### config.mk
export PLATFORM = sky130hd
export DESIGN_NAME = dmem_arbiter_flat
export DESIGN_NICKNAME = d
export VERILOG_FILES = /design/src/rtl/dmem_if.sv /design/src/rtl/dmem_arbiter.sv /design/src/flat_wrapper.sv
export SDC_FILE = /design/constraint.sdc
export NUM_CORES = 1
export LEC_CHECK = 0
export CORE_ASPECT_RATIO = 0.9
export CORE_MARGIN = 2
export CORE_UTILIZATION = 37
export CTS_CLUSTER_SIZE = 25
export DETAILED_ROUTE_END_ITERATION = 8
export HOLD_SLACK_MARGIN = 0.03
export PLACE_DENSITY = 0.8
export SYNTH_ARGS = -nofsm -noshare
export SYNTH_HDL_FRONTEND = slang
export SYNTH_SLANG_ARGS = --single-unit
### constraint.sdc
create_clock -name clk -period 3.41 [get_ports clk]
set_input_delay 1.023 -clock clk [delete_from_list [all_inputs] [get_ports clk]]
set_output_delay 1.023 -clock clk [all_outputs]
set_load 0.01 [all_outputs]
### src/rtl/dmem_if.sv
// Bundle of requester, arbiter status and RAM-side signals for the data-memory arbiter.
// The slave modport is the arbiter's view; the master modport is its environment (requesters + RAM).
interface dmem_if #(
  parameter int ADDR_W = 8,
  parameter int DATA_W = 32
) ();
  logic [1:0]        req;
  logic [1:0]        we;
  logic [ADDR_W-1:0] addr0;
  logic [ADDR_W-1:0] addr1;
  logic [DATA_W-1:0] wdata0;
  logic [DATA_W-1:0] wdata1;
  logic              dbg_lock;
  logic [1:0]        gnt;
  logic [1:0]        rvalid;
  logic [DATA_W-1:0] rdata;
  logic              ram_wen;
  logic              ram_ren;
  logic [ADDR_W-1:0] ram_addr;
  logic [DATA_W-1:0] ram_wdata;
  logic [DATA_W-1:0] ram_rdata;
  logic              busy;

  modport slave (
    input  req, we, addr0, addr1, wdata0, wdata1, dbg_lock, ram_rdata,
    output gnt, rvalid, rdata, ram_wen, ram_ren, ram_addr, ram_wdata, busy
  );

  modport master (
    output req, we, addr0, addr1, wdata0, wdata1, dbg_lock, ram_rdata,
    input  gnt, rvalid, rdata, ram_wen, ram_ren, ram_addr, ram_wdata, busy
  );
endinterface

### src/rtl/dmem_arbiter.sv
// Two-port arbiter (core = port 0, debug = port 1) in front of a single-port data RAM.
// Round-robin on contention, sticky debug ownership under dbg_lock, all outputs registered.
module dmem_arbiter #(
  parameter int ADDR_W = 8,
  parameter int DATA_W = 32
) (
  input  logic  clk,
  input  logic  rst,
  dmem_if.slave bus
);

  typedef enum logic [1:0] {
    IDLE  = 2'd0,
    ISSUE = 2'd1,
    RESP  = 2'd2
  } state_t;

  state_t            state;
  state_t            state_next;
  logic              take;
  logic              win;
  logic              sel_we;
  logic [ADDR_W-1:0] sel_addr;
  logic [DATA_W-1:0] sel_wdata;
  logic              win_l;
  logic              we_l;
  logic              rr_last;
  logic              owner;
  logic              lock_hold;

  // Lock only sticks to a debug master that actually won the last arbitration.
  assign lock_hold = bus.dbg_lock & owner;

  // State register
  always_ff @(posedge clk or posedge rst) begin
    if (rst) begin
      state <= IDLE;
    end else begin
      state <= state_next;
    end
  end

  // Next-state decode and winner selection
  always_comb begin
    state_next = state;
    take       = 1'b0;
    win        = 1'b0;
    case (state)
      IDLE: begin
        if (lock_hold) begin
          take = bus.req[1];
          win  = 1'b1;
        end else if (bus.req == 2'b11) begin
          take = 1'b1;
          win  = ~rr_last;
        end else if (bus.req != 2'b00) begin
          take = 1'b1;
          win  = bus.req[1];
        end else begin
          take = 1'b0;
          win  = 1'b0;
        end
        if (take) begin
          state_next = ISSUE;
        end else begin
          state_next = IDLE;
        end
      end
      ISSUE:   state_next = we_l ? IDLE : RESP;
      RESP:    state_next = IDLE;
      default: state_next = IDLE;
    endcase
  end

  // Request fields of the selected port
  always_comb begin
    sel_we    = 1'b0;
    sel_addr  = {ADDR_W{1'b0}};
    sel_wdata = {DATA_W{1'b0}};
    if (win) begin
      sel_we    = bus.we[1];
      sel_addr  = bus.addr1;
      sel_wdata = bus.wdata1;
    end else begin
      sel_we    = bus.we[0];
      sel_addr  = bus.addr0;
      sel_wdata = bus.wdata0;
    end
  end

  // Request latch, RAM strobes, handshake pulses and read capture
  always_ff @(posedge clk or posedge rst) begin
    if (rst) begin
      win_l         <= 1'b0;
      we_l          <= 1'b0;
      rr_last       <= 1'b1;
      owner         <= 1'b0;
      bus.gnt       <= 2'b00;
      bus.rvalid    <= 2'b00;
      bus.rdata     <= {DATA_W{1'b0}};
      bus.ram_wen   <= 1'b0;
      bus.ram_ren   <= 1'b0;
      bus.ram_addr  <= {ADDR_W{1'b0}};
      bus.ram_wdata <= {DATA_W{1'b0}};
      bus.busy      <= 1'b0;
    end else begin
      bus.busy <= (state_next != IDLE);
      if (take) begin
        win_l         <= win;
        we_l          <= sel_we;
        rr_last       <= win;
        owner         <= win;
        bus.gnt       <= win ? 2'b10 : 2'b01;
        bus.ram_wen   <= sel_we;
        bus.ram_ren   <= ~sel_we;
        bus.ram_addr  <= sel_addr;
        bus.ram_wdata <= sel_wdata;
      end else begin
        bus.gnt       <= 2'b00;
        bus.ram_wen   <= 1'b0;
        bus.ram_ren   <= 1'b0;
        bus.ram_addr  <= {ADDR_W{1'b0}};
        bus.ram_wdata <= {DATA_W{1'b0}};
      end
      // RAM data is combinational from ram_addr, so it is valid at the edge closing ISSUE.
      if ((state == ISSUE) && !we_l) begin
        bus.rdata  <= bus.ram_rdata;
        bus.rvalid <= win_l ? 2'b10 : 2'b01;
      end else begin
        bus.rvalid <= 2'b00;
      end
    end
  end

endmodule

### src/flat_wrapper.sv
// flat-port wrapper written by rule: the top's interface ports become plain ports
module dmem_arbiter_flat 
#(
  parameter int ADDR_W = 8,
  parameter int DATA_W = 32
)
  (clk, rst, bus_req, bus_we, bus_addr0, bus_addr1, bus_wdata0, bus_wdata1, bus_dbg_lock, bus_ram_rdata, bus_gnt, bus_rvalid, bus_rdata, bus_ram_wen, bus_ram_ren, bus_ram_addr, bus_ram_wdata, bus_busy);
  dmem_if #(.ADDR_W(ADDR_W), .DATA_W(DATA_W)) bus_i ();
  input  logic clk;
  input  logic rst;
  input wire logic [$bits(bus_i.req)-1:0] bus_req;
  input wire logic [$bits(bus_i.we)-1:0] bus_we;
  input wire logic [$bits(bus_i.addr0)-1:0] bus_addr0;
  input wire logic [$bits(bus_i.addr1)-1:0] bus_addr1;
  input wire logic [$bits(bus_i.wdata0)-1:0] bus_wdata0;
  input wire logic [$bits(bus_i.wdata1)-1:0] bus_wdata1;
  input wire logic [$bits(bus_i.dbg_lock)-1:0] bus_dbg_lock;
  input wire logic [$bits(bus_i.ram_rdata)-1:0] bus_ram_rdata;
  output wire logic [$bits(bus_i.gnt)-1:0] bus_gnt;
  output wire logic [$bits(bus_i.rvalid)-1:0] bus_rvalid;
  output wire logic [$bits(bus_i.rdata)-1:0] bus_rdata;
  output wire logic [$bits(bus_i.ram_wen)-1:0] bus_ram_wen;
  output wire logic [$bits(bus_i.ram_ren)-1:0] bus_ram_ren;
  output wire logic [$bits(bus_i.ram_addr)-1:0] bus_ram_addr;
  output wire logic [$bits(bus_i.ram_wdata)-1:0] bus_ram_wdata;
  output wire logic [$bits(bus_i.busy)-1:0] bus_busy;
  assign bus_i.req = bus_req;
  assign bus_i.we = bus_we;
  assign bus_i.addr0 = bus_addr0;
  assign bus_i.addr1 = bus_addr1;
  assign bus_i.wdata0 = bus_wdata0;
  assign bus_i.wdata1 = bus_wdata1;
  assign bus_i.dbg_lock = bus_dbg_lock;
  assign bus_i.ram_rdata = bus_ram_rdata;
  assign bus_gnt = bus_i.gnt;
  assign bus_rvalid = bus_i.rvalid;
  assign bus_rdata = bus_i.rdata;
  assign bus_ram_wen = bus_i.ram_wen;
  assign bus_ram_ren = bus_i.ram_ren;
  assign bus_ram_addr = bus_i.ram_addr;
  assign bus_ram_wdata = bus_i.ram_wdata;
  assign bus_busy = bus_i.busy;
  dmem_arbiter #(.ADDR_W(ADDR_W), .DATA_W(DATA_W)) u_core (.clk(clk), .rst(rst), .bus(bus_i));
endmodule
# After elaboration in Yosys (flattened, before gate mapping)
# Cells that the tools add are included.
word_totals:
  rom_bits: 0
  ff_bits: 84
  inputBits: 119
  word_cells: 45
  latchBits: 0
  out_inout_bits: 79
  mem_bits_rw: 0
  memories: 0
op_classes:
  bitwise: 3
  reduce_logical: 5
  n_lt_le_gt_ge: 0
  muxes: 23
  n_addsub: 0
  div_mod_pow: 0
  n_shift: 0
  mul: 0
  n_eq_ne: 2
op_table:
  columns: ["cell", "n"]
  rows:
  - ["2-to-1 mux 32 bit", 2]
  - ["2-to-1 mux 8 bit", 2]
  - ["2-to-1 mux 1 bit", 13]
  - ["2-to-1 mux 2 bit", 5]
  - ["one-hot mux 2 bit (2 select lines)", 1]
  - ["nonzero test 2 bit", 2]
  - ["== test 2 x 1 -> 1 bit (second input constant)", 1]
  - ["== test 2 bit (second input constant)", 1]
  - ["zero test 2 bit", 1]
  - ["inverter 1 bit", 2]
  - ["AND 1 bit", 1]
  - ["logical AND 1 bit", 1]
  - ["zero test 1 bit", 1]

# Longest topological paths before layout
# Gate-level depths: netlist of run 1.
logic_depth:
  depth_word: 8
  depth_mapped: 6
  ltp_nobuf: 5

# Worst setup path before layout of run 1
# OpenSTA, ideal clock, no wires.
synth_timing:
  path_kind: "input to register"
  start: "input bus_req[0]"
  end: "register u_core.win_l"
  stages: 6
  setup_time_ps: 118
  path_slack_ps: 1629
  t_required_ps: 3292
  n_path_buf: 2
  t_arrival_ps: 1663
  cell_sequence: "nand2_1 a22o_1 buf_4 buf_4 nand3_2 nand2_1"
synth_between:
  elab_chain_len: 6
  word_cells_on_any_way: 11
  classes_between: "eq/ne: 1; mux: 9; reduce/logical: 1"
synth_lines:
  columns: ["item", "line_no", "source"]
  rows:
  - ["start: declaration", "flat_wrapper.sv:11", "input wire logic [$bits(bus_i.req)-1:0] bus_req;"]
  - ["nonzero test 2 bit", "dmem_arbiter.sv:56", "end else if (bus.req != 2'b00) begin"]
  - ["2-to-1 mux 1 bit", "dmem_arbiter.sv:56", null]
  - ["2-to-1 mux 1 bit", "dmem_arbiter.sv:53", "end else if (bus.req == 2'b11) begin"]
  - ["2-to-1 mux 1 bit", "dmem_arbiter.sv:50", "if (lock_hold) begin"]
  - ["2-to-1 mux 1 bit (2 in a row)", "dmem_arbiter.sv:48", "case (state)"]
  - ["end signal: assignment", "dmem_arbiter.sv:109", "win_l <= win;"]
  - ["end: declaration", "dmem_arbiter.sv:25", "logic win_l;"]
# Several ways; a longest one is shown, not always the timed one. The select of a mux whose other input is x is not followed.
# A chain may end at the register's enable or synchronous reset.

# Worst setup path after layout of run 1
layout_timing:
  start: "input bus_req[0]"
  end: "register u_core.bus.ram_wdata[21]"
layout_between:
  elab_chain_len: 7
  word_cells_on_any_way: 13
  classes_between: "eq/ne: 1; mux: 11; reduce/logical: 1"
layout_lines:
  columns: ["item", "line_no", "source"]
  rows:
  - ["nonzero test 2 bit", "dmem_arbiter.sv:56", null]
  - ["2-to-1 mux 1 bit", "dmem_arbiter.sv:56", null]
  - ["2-to-1 mux 1 bit", "dmem_arbiter.sv:53", null]
  - ["2-to-1 mux 1 bit", "dmem_arbiter.sv:50", null]
  - ["2-to-1 mux 1 bit", "dmem_arbiter.sv:48", null]
  - ["2-to-1 mux 32 bit / 2-to-1 mux 1 bit (equally long branches)", "dmem_arbiter.sv:80, dmem_arbiter.sv:48", null]
  - ["2-to-1 mux 32 bit (*)", "dmem_arbiter.sv:108", "if (take) begin"]
  - ["end signal: assignment", "dmem_arbiter.sv:104", "bus.ram_wdata <= {DATA_W{1'b0}};"]
  - ["end signal: assignment", "dmem_arbiter.sv:117", "bus.ram_wdata <= sel_wdata;"]
  - ["end signal: assignment", "dmem_arbiter.sv:123", "bus.ram_wdata <= {DATA_W{1'b0}};"]
  - ["end: declaration", "dmem_if.sv:26", "output gnt, rvalid, rdata, ram_wen, ram_ren, ram_addr, ram_wdata, busy"]
# Mark *: on every way between the ends. The rest lies on a longest branch, timed or not. The select of a mux whose other input is x is not followed.

==> results of run 1 <==
[power groups by stage]
stage / sequential (W) / clock [W] / combinational [W]
floorplan: 0.00176 / 0 / 0.000698
global placement: 0.00156 / 0 / 0.00187
detailed placement: 0.00159 / 0 / 0.00191
CTS: 0.00157 / 0.000729 / 0.00191
global route: 0.00161 / 0.000774 / 0.00203
finish: 0.00156 / 0.000706 / 0.00188
[worst min-delay path by stage]
stage / startpoint / to / slack (ns) / cells past startpoint
final: u_core.rr_last$_DFFE_PP1P_ / u_core.rr_last$_DFFE_PP1P_ / 0.48 / 2
after global routing: u_core.rr_last$_DFFE_PP1P_ / u_core.rr_last$_DFFE_PP1P_ / 0.50 / 2
after CTS: u_core.rr_last$_DFFE_PP1P_ / u_core.rr_last$_DFFE_PP1P_ / 0.48 / 2
after detailed placement: u_core.rr_last$_DFFE_PP1P_ / u_core.rr_last$_DFFE_PP1P_ / 0.47 / 2
after global placement: u_core.rr_last$_DFFE_PP1P_ / u_core.rr_last$_DFFE_PP1P_ / 0.46 / 2
after floorplan: u_core.rr_last$_DFFE_PP1P_ / u_core.rr_last$_DFFE_PP1P_ / 0.44 / 2
[cell families (layout without fill, tap and decap cells)]
kind of cell           after synthesis  in the layout  share of synthesized area
flip-flops                          84             84                     0.6488
AND/OR/NAND/NOR                     94             94                     0.1150
AO/OA/AOI/OAI                       46             46                    0.07874
buffers and inverters               20            222                    0.04323
multiplexers                        33             33                     0.1142
[layout make-up]
cell class                 count  area (um^2)
fill                         716         3017
sequential                    84         2103
multi-input combinational    173         1003
clock inverter                 6        63.81
timing repair buffer         203         2042
tap                          119        148.9
clock buffer                  10        137.6
inverter                       3        12.51
[critical path: stages]
cell and delay, ns:
clkdlybuf4s50_1 0.49, nand2_1 0.09, a22oi_2 0.46, buf_4 0.42, nand2_1 0.10, a21oi_1 0.15
[through the flow]
step	area, um^2	hold WS, ns	setup WS, ns	util	std cells
2_1_floorplan	3242	0.4392	0.2235	-	277
3_3_place_gp	5310	0.4570	0.7274	0.6227	582
3_5_place_dp	5310	0.4719	0.6027	0.6227	582
4_1_cts	5512	0.4819	0.9403	0.6463	598
5_1_grt	5512	0.4952	0.8095	0.6463	598
6_report	5512	0.4774	0.9278	0.6463	598
[sequential cells by signal, indices dropped and copies added, names as in the netlist]
name	cells
u_core.bus.ram_ren	1
u_core.rr_last	1
u_core.we_l	1
u_core.bus.rdata	32
u_core.bus.gnt	2
u_core.bus.ram_wdata	32
u_core.win_l	1
u_core.bus.busy	1
u_core.bus.ram_addr	8
u_core.bus.rvalid	2
u_core.state	2
u_core.bus.ram_wen	1
[synth_stat cells]
| library cell | instances | share of area |
|---|---|---|
| a22oi_2 | 1 | 0.0039 |
| buf_2 | 4 | 0.0062 |
| dfrtp_1 | 83 | 0.64 |
| nor2b_1 | 1 | 0.0019 |
| nand3_2 | 1 | 0.0031 |
| dfstp_2 | 1 | 0.0081 |
| nor2_1 | 3 | 0.0035 |
| a22o_1 | 1 | 0.0027 |
| inv_2 | 1 | 0.0012 |
| o21ai_4 | 1 | 0.0050 |
| mux2i_1 | 1 | 0.0031 |
| nand2b_1 | 1 | 0.0019 |
| buf_6 | 3 | 0.010 |
| a21oi_1 | 42 | 0.065 |
| and2_1 | 2 | 0.0039 |
| buf_4 | 10 | 0.023 |
| a21boi_1 | 1 | 0.0023 |
| inv_1 | 2 | 0.0023 |
| nand2_1 | 85 | 0.098 |
| nor3b_1 | 1 | 0.0023 |
| mux2_2 | 32 | 0.11 |
[layer usage]
metal / part of all wire / vias up / global-route usage
met5: 0 / - / 0
met4: 0.013 / 0 / 0.06333
met3: 0.078 / 8 / 0.04377
met2: 0.51 / 114 / 0.3317
met1: 0.40 / 1307 / 0.2208
li1: - / 1297 / -
==> results by group, run 1 <==
Power
  – NetSw: 0.001309 W
  – Leakage: 2.385 nW
  – Power share of the clock group: 0.170
  – Combinational power share: 0.454
  – Switching Share: 0.3155
  – PD cells: 753.0 nW/um^2
  – VDD IR max: 456.3 uV
  – Sequential Power Share: 0.376
  – Int Power: 0.002841 W
  – Total power: 0.004150 W

Setup path
  – Crit-path max FO: 31
  – R2R setup slack: 1.57 ns
  – Cell count of the worst reg-to-reg path: 5
  – Reg-to-Reg End: u_core.bus.ram_wdata[21]$_DFF_PP0_
  – Worst R2R Start: u_core.rr_last$_DFFE_PP1P_
  – CP Capture Type: register
  – Worst Setup EP: u_core.bus.ram_wdata[21]$_DFF_PP0_
  – Crit path arrival time: 2.73 ns
  – Worst setup SP type: input port
  – WS Path Type: in2reg
  – Worst Setup SP: bus_req[0]
  – Worst EP required: 3.66 ns

Clock tree
  – Sink Count: 84
  – # H-tree levels: 3
  – Total CTS buffers: 9
  – CTS Hold Bufs: 0
  – Setup repair bufs after CTS: 0
  – CTS root buf: clkbuf_8
  – TritonCTS clock tree: done
  – Clock latency on the worst-skew pair: 0.33 ns
  – Post-CTS Resized: 0
  – Clock Tree Buf Depth: 2
  – Clock-pin slew on the worst setup and hold paths: 0.08 ns

Detailed routing
  – DR vias/cell: 4.559
  – DRT antenna net count: 0
  – Per-cell routed wire length: 15.20 um
  – Routed WL: 9090 um
  – Drt initial violations: 83
  – Drt drc: 0
  – DR pass1 iterations: 4
  – Via count: 2726

Logic synthesis
  – Post-Syn Area: 3242 um^2
  – Yosys cell types: 21
  – Mean post-synth cell area: 11.70 um^2
  – FF+latch count, synth: 84
  – YS warnings: 0
  – Mapped Cells: 277
  – Sequential-to-total area share from yosys stat: 0.6488
  – Synth Net Count: 396

Global routing
  – Vias in the first global route: 2892
  – GRT Residual Overflow: 0
  – Largest net degree at the start of global routing: 41
  – First-pass GRT wire length: 13850 um
  – Initial antenna violation count: 0
  – Tot GR Track Use: 0.1873

Finish
  – Layout cell share with drive strength beyond 1: 0.1273
  – N_diodes: 0
  – Synth-to-Final Area Change: 70.01%
  – Most frequent cells in the layout: 197 x clkdlybuf4s50_1, 85 x nand2_1, 83 x dfrtp_1
  – Commonest non-fill, non-tap cell in the layout: clkdlybuf4s50_1
  – Layout Nets: 593

Floorplanning
  – Total die area: 9527 um^2
  – DIE HEIGHT: 92.80 um
  – Row count: 32
  – Die X: 102.7 um
  – Core area: 8528 um^2
  – IO Pins: 198
  – Starting Density: 0.3801

Timing
  – Final Skew: 0.01014 ns
  – Hold Vio Cnt, Final: 0
  – Setup-failing EPs final: 0
  – Final slew viol count: 0
  – Final Cycle Share: 0.7279
  – Crit path time final: 2.482 ns
  – Slew headroom: 0.6165
  – Max Clk Rate: 402.9 MHz
  – Worst-Margin Slew: 0.5753 ns
  – RSZ-0062 raised after global routing: no
  – TNS Setup: 0 ns

Placed design
  – HPWL Detailed: 6825 um
  – RePlAce Congestion: 0.7777
  – Port-buffer cells: 197

Min path
  – Hold WC Path Type: reg2reg

Outcome
  – Status: finished clean

Job
  – Max Cap Violations: 0
No activity file was read; power rests on OpenSTA's default activity.
==> run 2: changes to the inputs <==
clock period = 2.6 ns   (was 3.41 ns; I/O delays follow)
==> results by group, run 2 (same netlist as run 1, synthesis figures left out) <==
Global routing
  – First-pass GRT wire length: 13720 um
  – GRT Residual Overflow: 0
  – Tot GR Track Use: 0.1885
  – Largest net degree at the start of global routing: 41
  – Vias in the first global route: 2814
  – Initial antenna violation count: 0

Setup path
  – Worst setup SP type: register
  – Crit path arrival time: 1.25 ns
  – Worst path cell trace: clkdlybuf4s50_1
  – CP max-delay cell: clkdlybuf4s50_1
  – Delay-heaviest family, CP: buffers and inverters
  – WP buf/inv: 1
  – Critical Path Max Stage Delay: 0.55 ns
  – Worst EP required: 1.82 ns
  – WS Path Type: reg2out
  – CP Capture Type: output port
  – Crit-path max FO: 2

Clock tree
  – Setup repair bufs after CTS: 0
  – CTS root buf: clkbuf_8
  – Clock Tree Buf Depth: 2
  – CTS Hold Bufs: 0
  – Post-CTS Resized: 0
  – TritonCTS clock tree: done
  – Clock-pin slew on the worst setup and hold paths: 0.08 ns
  – Sink Count: 84
  – # H-tree levels: 3
  – Clock latency on the worst-skew pair: 0.34 ns
  – Total CTS buffers: 9

Power
  – Leakage: 2.372 nW
  – VDD IR max: 454.0 uV
  – PD cells: 967.1 nW/um^2
  – Total power: 0.005330 W

Timing
  – Max Clk Rate: 492.3 MHz
  – Hold Vio Cnt, Final: 0
  – Setup-failing EPs final: 0
  – Worst-Margin Slew: 0.4486 ns
  – Crit path time final: 2.031 ns
  – Final Cycle Share: 0.7812
  – Slew headroom: 0.7009
  – RSZ-0062 raised after global routing: no
  – Final Skew: 0.009302 ns
  – Final slew viol count: 0
  – TNS Setup: 0 ns

Detailed routing
  – Per-cell routed wire length: 14.85 um
  – DR pass1 iterations: 4
  – Via count: 2720
  – Routed WL: 8907 um
  – DRT antenna net count: 0
  – Drt drc: 0
  – Drt initial violations: 94
  – DR vias/cell: 4.533

Placed design
  – Dpl cells: 584
  – HPWL Detailed: 6738 um
  – RePlAce Congestion: 0.7594
  – Port-buffer cells: 197

Floorplanning
  – IO Pins: 198
  – Die X: 102.7 um
  – DIE HEIGHT: 92.80 um
  – Row count: 32
  – Core area: 8528 um^2
  – Starting Density: 0.3801
  – Total die area: 9527 um^2

Finish
  – N_diodes: 0
  – Finished Layout Cells: 600
  – Layout cell share with drive strength beyond 1: 0.1247
  – Synth-to-Final Area Change: 70.01%
  – Biggest regs: u_core.bus.ram_wdata (32), u_core.bus.rdata (32), u_core.bus.ram_addr (8)
  – Most frequent cells in the layout: 197 x clkdlybuf4s50_1, 85 x nand2_1, 83 x dfrtp_1
  – Layout Nets: 595
  – Commonest non-fill, non-tap cell in the layout: clkdlybuf4s50_1

Outcome
  – Status: finished clean

Min path
  – Hold WC Path Type: reg2reg

Job
  – Max Cap Violations: 0
==> run 2: changes by cell type in the layout (fill, tap and decap cells not counted) <==
cell / delta
clkbuf_1: +3
clkinv_2: -3
clkinvlp_4: +2
buf_12: +1
buf_4: +1
bufinv_16: -1
clkinv_4: -1
==> run 2: report_power, final <==
group	switching, W	total (W)	internal (W)	leakage (nW)
Sequential	0.000211	0.00204	0.00183	1.06
Clock	0.000443	0.000817	0.000375	0.0759
Combinational	0.00104	0.00247	0.00143	1.24
==> run 2: path summary, 6_finish.rpt <==
kind | startpoint | end | slack (ns) | cells past startpoint
worst max-delay path | u_core.bus.rdata[23]$_DFFE_PP0N_ | bus_rdata[23] | 0.57 | 1
worst min-delay path | u_core.rr_last$_DFFE_PP1P_ | u_core.rr_last$_DFFE_PP1P_ | 0.48 | 2
worst max register to register | u_core.state[1]$_DFF_PP0_ | u_core.bus.rdata[13]$_DFFE_PP0N_ | 1.07 | 3
worst min register to register | u_core.rr_last$_DFFE_PP1P_ | u_core.rr_last$_DFFE_PP1P_ | 0.48 | 2
max in group asynchronous | rst | u_core.rr_last$_DFFE_PP1P_ | 1.27 | 3
min in group asynchronous | rst | u_core.bus.rdata[19]$_DFFE_PP0N_ | 0.78 | 2
==> run 2: worst register-to-register path, delay by kind of cell (launching register included) <==
family                 cells  cell delay, ns
buffers and inverters      1            0.42
multiplexers               1            0.42
flip-flops                 1            0.40
AND/OR/NAND/NOR            1            0.18
==> run 2: layout make-up <==
cell class / instances / area (um^2)
multi-input cells: 173 / 1003
well taps: 119 / 148.9
clock inverters: 3 / 22.52
inverters: 3 / 15.01
fillers: 719 / 3017
clock buffers: 13 / 148.9
flip-flops and latches: 84 / 2103
repair buffers: 205 / 2069
==> run 2: per-layer routing <==
metal	share of wire	track usage
met1	0.39	0.2265
met2	0.49	0.3154
met3	0.093	0.05132
met4	0.022	0.08111
met5	0	0
==> run 2: through the flow <==
stage                     hold slack, ns    util  worst slack (ns)  cell area (um^2)
final                             0.4808  0.6463            0.5688              5512
after global routing              0.5306  0.6463            0.5084              5512
after CTS                         0.4908  0.6463            0.5438              5512
after detailed placement          0.4816  0.6262            0.3554              5340
after global placement            0.4515  0.6262            0.4060              5340
after floorplan                   0.4392       -            0.8550              3246
==> run 3: changes to the inputs <==
CORE_UTILIZATION = 33   (was 37)
PLACE_DENSITY = 0.76   (was 0.8)
clock period = 1.86 ns   (was 2.6 ns; I/O delays follow)
==> results by group, run 3 (same netlist as run 1, synthesis figures left out) <==
Detailed routing
  – DRT antenna net count: 0
  – Per-cell routed wire length: 15.19 um
  – DR pass1 iterations: 4
  – DR vias/cell: 4.548
  – Drt drc: 0
  – Drt initial violations: 80
  – Via count: 2797
  – Routed WL: 9341 um

Global routing
  – Initial antenna violation count: 0
  – First-pass GRT wire length: 14620 um
  – Vias in the first global route: 3059
  – Tot GR Track Use: 0.1784
  – GRT Residual Overflow: 0
  – Largest net degree at the start of global routing: 37

Finish
  – Layout Nets: 603
  – Biggest regs: u_core.bus.ram_wdata (32), u_core.bus.rdata (32), u_core.bus.ram_addr (8)
  – Synth-to-Final Area Change: 76.80%
  – Commonest non-fill, non-tap cell in the layout: clkdlybuf4s50_1
  – N_diodes: 0
  – Finished Layout Cells: 615
  – Final Cell Area: 5732 um^2
  – Most frequent cells in the layout: 166 x clkdlybuf4s50_1, 85 x nand2_1, 83 x dfrtp_1
  – Layout cell share with drive strength beyond 1: 0.1452

Setup path
  – Worst setup SP type: register
  – Crit path arrival time: 1.25 ns
  – Delay-heaviest family, CP: buffers and inverters
  – Worst path cell trace: clkdlybuf4s50_1
  – Worst EP required: 1.30 ns
  – WS Path Type: reg2out
  – Worst R2R Start: u_core.rr_last$_DFFE_PP1P_
  – Critical Path Max Stage Delay: 0.54 ns
  – WP buf/inv: 1
  – Cell count of the worst reg-to-reg path: 6
  – R2R setup slack: 0.42 ns
  – Crit-path max FO: 2
  – CP Capture Type: output port
  – CP max-delay cell: clkdlybuf4s50_1
  – Reg-to-Reg End: u_core.bus.ram_wdata[12]$_DFF_PP0_

Clock tree
  – Total CTS buffers: 9
  – CTS root buf: clkbuf_8
  – Clock Tree Buf Depth: 2
  – Post-CTS Resized: 2
  – Setup repair bufs after CTS: 0
  – # H-tree levels: 3
  – Clock latency on the worst-skew pair: 0.36 ns
  – Clock-pin slew on the worst setup and hold paths: 0.10 ns
  – Sink Count: 84
  – TritonCTS clock tree: done
  – CTS Hold Bufs: 0

Floorplanning
  – IO Pins: 198
  – Total die area: 10630 um^2
  – Row count: 34
  – Starting Density: 0.3372
  – DIE HEIGHT: 98.03 um
  – Die X: 108.5 um
  – Core area: 9614 um^2

Power
  – Power share of the clock group: 0.167
  – Total power: 0.007656 W
  – Combinational power share: 0.461
  – Sequential Power Share: 0.372
  – Leakage: 2.762 nW
  – VDD IR max: 625.9 uV
  – Int Power: 0.005112 W
  – Switching Share: 0.3323
  – PD cells: 1336 nW/um^2
  – NetSw: 0.002544 W

Outcome
  – Status: finished clean

Placed design
  – RePlAce Congestion: 0.7858
  – Pre-CTS setup slack: -0.09901 ns
  – Port-buffer cells: 197
  – Placed cell areas: 5472 um^2
  – HPWL Detailed: 7097 um
  – Dpl cells: 599

Timing
  – Final slew viol count: 0
  – RSZ-0062 raised after global routing: no
  – Crit path time final: 1.806 ns
  – Max Clk Rate: 553.7 MHz
  – Final Skew: 0.01057 ns
  – Worst hold slack: 0.4663 ns
  – Final Cycle Share: 0.9709
  – Setup-failing EPs final: 0
  – Hold Vio Cnt, Final: 0
  – Worst-Margin Slew: 0.4036 ns
  – Final WS setup: 0.05407 ns
  – Slew headroom: 0.7299

Min path
  – Hold WC Path Type: reg2reg
  – Hold Path End: u_core.rr_last$_DFFE_PP1P_
  – Hold path startpoint: u_core.rr_last$_DFFE_PP1P_
  – Hold Path Depth: 2

Job
  – Max Cap Violations: 0
-- run 3: cell count changes in the layout (fill, tap and decap cells not counted), moves of 2 or more --
cell / before / now
buf_12: 3 / 8
clkbuf_1: 3 / 0
inv_6: 0 / 2
dlymetal6s2s_1: 0 / 29
inv_8: 0 / 3
dlygate4sd2_1: 0 / 2
clkdlybuf4s50_1: 197 / 166
buf_4: 5 / 8
-- run 3: cell type report --
| cell class | count | area (um^2) |
|---|---|---|
| Clock buffer | 9 | 123.9 |
| Clock inverter | 7 | 66.31 |
| Multi-Input combinational cell | 173 | 1003 |
| Fill cell | 813 | 3882 |
| Inverter | 3 | 15.01 |
| Timing Repair Buffer | 213 | 2262 |
| Sequential cell | 84 | 2103 |
| Tap cell | 126 | 157.7 |
-- run 3: stage by stage --
stage | TNS, ns | utilization
after floorplan | 0 | -
after global placement | -0.6060 | 0.5691
after detailed placement | -2.262 | 0.5691
after CTS | 0 | 0.5886
after global routing | 0 | 0.5962
final | 0 | 0.5962
-- run 3: power by group through the flow --
| stage | Combinational, W | Sequential, W | Clock [W] |
|---|---|---|---|
| 6_report | 0.00353 | 0.00285 | 0.00128 |
| 5_1_grt | 0.00380 | 0.00294 | 0.00141 |
| 4_1_cts | 0.00367 | 0.00288 | 0.00131 |
| 3_5_place_dp | 0.00368 | 0.00291 | 0 |
| 3_3_place_gp | 0.00359 | 0.00287 | 0 |
| 2_1_floorplan | 0.00128 | 0.00322 | 0 |
-- run 3: worst max path at each step --
| stage | from | endpoint | slack [ns] | cells past startpoint |
|---|---|---|---|---|
| after detailed placement | bus_req[0] | u_core.bus.ram_wdata[12]$_DFF_PP0_ | -0.1 | 7 |
| final | u_core.bus.rdata[20]$_DFFE_PP0N_ | bus_rdata[20] | 0.05 | 1 |
| after global routing | u_core.bus.ram_wdata[15]$_DFF_PP0_ | bus_ram_wdata[15] | 0.001 | 1 |
| after floorplan | rst | u_core.bus.busy$_DFF_PP0_ | 0.34 | 1 |
| after CTS | u_core.bus.rdata[30]$_DFFE_PP0N_ | bus_rdata[30] | 0.001 | 1 |
| after global placement | bus_req[1] | u_core.bus.ram_addr[1]$_DFF_PP0_ | -0.05 | 5 |
-- run 3: routing by layer --
| layer | wire length, um | vias to the layer above | global-route usage |
|---|---|---|---|
| met5 | 0 | - | 0 |
| met4 | 172 | 0 | 0.07495 |
| met3 | 745 | 15 | 0.04806 |
| met2 | 4862 | 118 | 0.3192 |
| met1 | 3560 | 1341 | 0.1976 |
| li1 | - | 1323 | - |
